<file path="config.mk">
export PLATFORM = sky130hd
export DESIGN_NAME = ram_sdp_clr
export DESIGN_NICKNAME = d
export VERILOG_FILES = /design/src/rtl/ram_sdp_clr.sv
export SDC_FILE = /design/constraint.sdc
export NUM_CORES = 2
export LEC_CHECK = 0
export CORE_UTILIZATION = 63
export DETAILED_ROUTE_END_ITERATION = 12
export HOLD_SLACK_MARGIN = 0.06
export PLACE_DENSITY = 0.76
export SLEW_MARGIN = 15
export SYNTH_ARGS = -nofsm -noshare
export SYNTH_HDL_FRONTEND = slang
export SYNTH_SLANG_ARGS = --single-unit
export TNS_END_PERCENT = 10
</file>
<file path="constraint.sdc">
create_clock -name clk -period 9.6 [get_ports clk]
set_input_delay 2.4 -clock clk [delete_from_list [all_inputs] [get_ports clk]]
set_output_delay 2.4 -clock clk [all_outputs]
set_load 0.05 [all_outputs]
</file>
<file path="src/rtl/ram_sdp_clr.sv">
// ram_sdp_clr: simple-dual-port synchronous RAM (one write port, one read
// port) with a built-in clear sweep that initialises every word to
// CLEAR_VALUE after reset or on request. Read latency is 1 or 2 edges,
// same-address write/read collisions are write-first, and every output
// is registered.
//
// Read handshake: there is no back-pressure. rd_en is accepted on any
// edge where the block is READY and clear is low; each accepted read
// produces exactly one data_valid pulse, READ_LATENCY-1 edges later, and
// data_out holds its last value between pulses.
module ram_sdp_clr #(
    parameter int                    DATA_WIDTH   = 8,
    parameter int                    ADDR_WIDTH   = 8,
    parameter int                    RAM_DEPTH    = 1 << ADDR_WIDTH,
    parameter int                    READ_LATENCY = 1,
    parameter logic [DATA_WIDTH-1:0] CLEAR_VALUE  = '0
) (
    input  logic                  clk,
    input  logic                  rst,
    input  logic                  clear,
    output logic                  busy,
    input  logic                  wr_en,
    input  logic [ADDR_WIDTH-1:0] wr_address,
    input  logic [DATA_WIDTH-1:0] data_in,
    input  logic                  rd_en,
    input  logic [ADDR_WIDTH-1:0] rd_address,
    output logic [DATA_WIDTH-1:0] data_out,
    output logic                  data_valid,
    output logic                  dbg_state_o
);

    typedef enum logic {
        ST_READY = 1'b0,
        ST_CLEAR = 1'b1
    } state_t;

    localparam logic [ADDR_WIDTH-1:0] LAST_ADDR = ADDR_WIDTH'(RAM_DEPTH - 1);
    localparam logic [ADDR_WIDTH:0]   DEPTH_EXT = (ADDR_WIDTH + 1)'(RAM_DEPTH);

    state_t                  state_q, state_d;
    logic [ADDR_WIDTH-1:0]   cnt_q, cnt_d;

    logic [DATA_WIDTH-1:0]   mem_q [RAM_DEPTH];

    logic                    wr_in_range;
    logic                    rd_in_range;
    logic                    wr_do;
    logic [ADDR_WIDTH-1:0]   wr_addr_m;
    logic [DATA_WIDTH-1:0]   wr_data_m;
    logic                    rd_do;
    logic [ADDR_WIDTH-1:0]   rd_idx;
    logic [DATA_WIDTH-1:0]   rd_word;

    logic [DATA_WIDTH-1:0]   data_out_q;
    logic                    data_valid_q;

    assign wr_in_range = ({1'b0, wr_address} < DEPTH_EXT);
    assign rd_in_range = ({1'b0, rd_address} < DEPTH_EXT);

    // Sequencer: sweep the clear counter in CLEAR, arbitrate the user ports in READY.
    always_comb begin
        state_d   = state_q;
        cnt_d     = cnt_q;
        wr_do     = 1'b0;
        wr_addr_m = wr_address;
        wr_data_m = data_in;
        rd_do     = 1'b0;
        case (state_q)
            ST_CLEAR: begin
                // User ports are ignored while sweeping; clear cannot restart it.
                wr_do     = 1'b1;
                wr_addr_m = cnt_q;
                wr_data_m = CLEAR_VALUE;
                if (cnt_q == LAST_ADDR) begin
                    state_d = ST_READY;
                    cnt_d   = '0;
                end else begin
                    cnt_d = cnt_q + 1'b1;
                end
            end
            default: begin
                if (clear) begin
                    // clear wins over a same-edge write or read.
                    state_d = ST_CLEAR;
                    cnt_d   = '0;
                end else begin
                    wr_do = wr_en && wr_in_range;
                    rd_do = rd_en;
                end
            end
        endcase
    end

    // Sequencer state and sweep counter.
    always_ff @(posedge clk or posedge rst) begin
        if (rst) begin
            state_q <= ST_CLEAR;
            cnt_q   <= '0;
        end else begin
            state_q <= state_d;
            cnt_q   <= cnt_d;
        end
    end

    // Storage array; not reset, the sweep initialises it.
    always_ff @(posedge clk) begin
        if (wr_do) begin
            mem_q[wr_addr_m] <= wr_data_m;
        end
    end

    // Read word: write-first bypass on collision, CLEAR_VALUE beyond the depth.
    always_comb begin
        rd_idx  = rd_in_range ? rd_address : '0;
        rd_word = CLEAR_VALUE;
        if (wr_do && (wr_address == rd_address)) begin
            rd_word = data_in;
        end else if (rd_in_range) begin
            rd_word = mem_q[rd_idx];
        end
    end

    generate
        if (READ_LATENCY == 2) begin : g_lat2
            logic [DATA_WIDTH-1:0] s1_data_q;
            logic                  s1_valid_q;

            // Two-stage read pipeline; stage 2 drains regardless of clear.
            always_ff @(posedge clk or posedge rst) begin
                if (rst) begin
                    s1_data_q    <= '0;
                    s1_valid_q   <= 1'b0;
                    data_out_q   <= '0;
                    data_valid_q <= 1'b0;
                end else begin
                    s1_valid_q   <= rd_do;
                    if (rd_do) begin
                        s1_data_q <= rd_word;
                    end
                    data_valid_q <= s1_valid_q;
                    if (s1_valid_q) begin
                        data_out_q <= s1_data_q;
                    end
                end
            end
        end else begin : g_lat1
            // Single-stage read: result registered on the accepting edge.
            always_ff @(posedge clk or posedge rst) begin
                if (rst) begin
                    data_out_q   <= '0;
                    data_valid_q <= 1'b0;
                end else begin
                    data_valid_q <= rd_do;
                    if (rd_do) begin
                        data_out_q <= rd_word;
                    end
                end
            end
        end
    endgenerate

    assign busy        = (state_q == ST_CLEAR);
    assign dbg_state_o = state_q;
    assign data_out    = data_out_q;
    assign data_valid  = data_valid_q;

endmodule
</file>
==> results.toml <==
[outcome]
run_status = "completed"

[synth]
yosysSeqAreaShare_pct = 76.9
combinational_family_with_the_most_area_after_synthesis = "multiplexers"
synth_compound_area_share_pct = 2.65
synthMuxAreaShare_pct = 15.7
ys_seq_elements = 2066
netlist_instances = 3766
post_synth_and_or_nand_nor_area_fraction_pct = 2.86
async_set_reset_flop_share_out_of_synthesis_pct = 0.871
synth.net_count = 3796
synth-adder-area-share_pct = 0.0155
synth-xor-area-share_pct = 0.109
synth_edf_count = 2048
yosysWarningCount = 0
ys_types = 62
syn-mean-instance-area_um2 = 21.4
synthFlopType = "edfxtp_1"
synth.cell_area_um2 = 80600

[power_and_ir_drop]
pwr_density_cell_nw_per_um2 = 215
swShare_pct = 22.6
power.net_switching_uw = 4300
sequential_group_share_of_total_power_pct = 53.3
peakVddDrop_uv = 218
p_int_uw = 14700
leakagePower_uw = 0.0278
power_frac_clock_pct = 39.3
combinationalPowerShare_pct = 7.4

[route]
route.detailed.vias_per_inst = 6.98
postRouteAntennaNets = 0
routed_wl_um = 186000
detail_route.first_pass.iterations = 5
vias_after_detailed_routing = 39229
drt_iter0_drc = 5834
total_drc_errors_in_the_routed_layout = 0
wire_per_inst_um = 33.2

[global_routing]
grt_antenna_before_repair = 5
first_global_vias = 38932
grt_start_max_net_pins = 194
grt_pass1_wl_um = 272000
groute.usage.overall_pct = 29.4
grt_overflow_total = 0

[clocking]
clock_path_buffers = 3
worstSkewPairLatency_ns = 0.83
post-cts-setup-buffers = 0
post_cts_hold_buffer_count = 0
cts-buffers-inserted = 192
tritoncts = "yes"
number_of_sinks_driven_by_the_clock_tree = 2066
clock_edge_transition_at_the_registers_on_the_reported_setup_and_hold_paths_ns = 0.07
ctsResizeCount = 0
htree_num_levels = 4
clockRootBuffer = "clkbuf_16"

[placement]
dp_cells = 5279
dp_hpwl_um = 105000
place_area_um2 = 82400
place.port_buffers = 39
gp_congestion = 0.900

[die]
design.portCount = 40
coreArea_um2 = 126000
fp.dieH_um = 360
die_x_um = 360
starting_density_of_the_core_pct = 63.9
floorplan.rows = 130
floorplan.die_area_um2 = 129000

[finish]
layout.cells.non_filler = 5622
num-nets-final = 3854
antenna_cells_inserted = 0
most-common-layout-cells = "edfxtp_1 (2048), mux4_2 (512), nor2_1 (296)"
syn2layout_area_growth_pct = 9.76
postLayoutCoreUtil_pct = 70.1
area_taken_by_multi_input_logic_gates_um2 = 17400
fin_area_um2 = 88500
layout.cells.most_common = "edfxtp_1"
n_fill_cell = 7271
final_layout_size_suffix_gt1_share_pct = 22.2
register_area_um2 = 62000

[timing]
rsz0062_at_grt = "no"
timing_hold_violations_final = 0
min_period_over_period_pct = 58.2
max_slew_headroom_pct = 13.8
finalCriticalPeriod_ns = 5.58
setup_viol_count_final = 0
maxClockFrequency_mhz = 179
timing_max_transition_violations_final = 0
final.setup_skew_ns = 0.0377
tightestPinTransition_ns = 1.29

[worst_setup_path]
critPathKind = "in2reg"
cpPeakStageDelay_ns = 1.14
cp_cell_sequence = "clkdlybuf4s50_1 -> inv_1 -> o31ai_1 -> nand3_2 -> nor2_1"
cp.arrival_ns = 6.02
critical_path.startpoint_type = "input pin"
crit_required_ns = 10.04
timing.reg2reg.setup_slack_ns = 5.09
critical-path-slowest-cell = "nand3_2"
crit_path_end_kind = "flop"
worst-path-max-fanout = 13

[run]
timing.max_cap.violations = 0

[min_path]
timing.hold.worst.class = "reg2reg"
state kept, by name, indices dropped and copies added (netlist names):
register	cells
mem_q	2048
cnt_q	8
data_out	8
busy	1
data_valid	1
logic make-up (layout without fill, tap and decap cells):
kind of cell | count (synthesis) | after routing
flip-flops | 2066 | 2066
buffers and inverters | 242 | 448
AND/OR/NAND/NOR | 526 | 526
adder cells (fa/ha/maj) | 1 | 1
AO/OA/AOI/OAI | 296 | 296
multiplexers | 625 | 625
XOR/XNOR | 10 | 10
stage by stage:
step / worst slack [ns] / hold slack [ns] / total power (uW) / setup TNS [ns]
after floorplan: -0.429 / 0.574 / 11100 / -768.74
after global placement: 3.44 / 0.600 / 11700 / 0
after detailed placement: 3.30 / 0.635 / 11700 / 0
after CTS: 4.16 / 0.641 / 19000 / 0
after global routing: 3.86 / 0.683 / 19400 / 0
final: 4.02 / 0.666 / 19000 / 0
power groups by stage:
stage | Sequential (uW) | Combinational, uW | Clock, uW
finish | 10100 | 1410 | 7460
global route | 10100 | 1460 | 7840
CTS | 10100 | 1390 | 7510
detailed placement | 10300 | 1380 | 0
global placement | 10300 | 1360 | 0
floorplan | 10300 | 795 | 0
worst paths after layout:
kind,start,endpoint,cells past startpoint
max,wr_address[3],mem_q[233][2]$_DFFE_PP_,5
min,cnt_q[5]$_DFFE_PP0P_,cnt_q[5]$_DFFE_PP0P_,1
max reg2reg,busy$_DFF_PP1_,mem_q[93][6]$_DFFE_PP_,4
min reg2reg,cnt_q[5]$_DFFE_PP0P_,cnt_q[5]$_DFFE_PP0P_,1
max in group asynchronous,rst,data_out[0]$_DFFE_PP0P_,2
min in group asynchronous,rst,cnt_q[0]$_DFFE_PP0P_,2
cell type report:
cell class	count	share of cell area [%]
timing repair buffer	89	1.06
clock buffer	245	5.86
tap	1650	2.33
sequential	2066	70.0
multi-input combinational	1458	19.6
inverter	17	0.0721
clock inverter	97	1.03
metal layers:
metal  up-vias  global-route usage [%]  wire (um)
met4         0                    11.5       7360
li1      15830                       -          -
met3       403                    6.81      21300
met2      2585                    43.4      86700
met5         -                       0          0
met1     20411                    43.4      71100
cells in the mapped netlist, types with 16 or more instances:
cell type | n | area (um2)
nor2b_1 | 18 | 113
a32o_1 | 18 | 180
edfxtp_1 | 2048 | 61500
nand2_1 | 91 | 342
buf_6 | 32 | 360
buf_4 | 46 | 345
a22oi_1 | 82 | 616
a21oi_1 | 26 | 130
mux4_2 | 512 | 11500
nor2_1 | 296 | 1110
a22o_1 | 25 | 219
inv_1 | 17 | 63.8
o22ai_1 | 59 | 369
nand3_1 | 59 | 295
clkbuf_1 | 61 | 229
mux2_2 | 16 | 180
dfrtp_1 | 17 | 425
o21ai_0 | 25 | 125
buf_2 | 68 | 340
mux2i_1 | 97 | 971
worst max-delay path, delay by kind of cell:
kind,cells,cell delay [ns]
AO/OA/AOI/OAI,1,0.83
AND/OR/NAND/NOR,2,2.14
buffers and inverters,2,0.62
No activity file was read; power rests on OpenSTA's default activity.
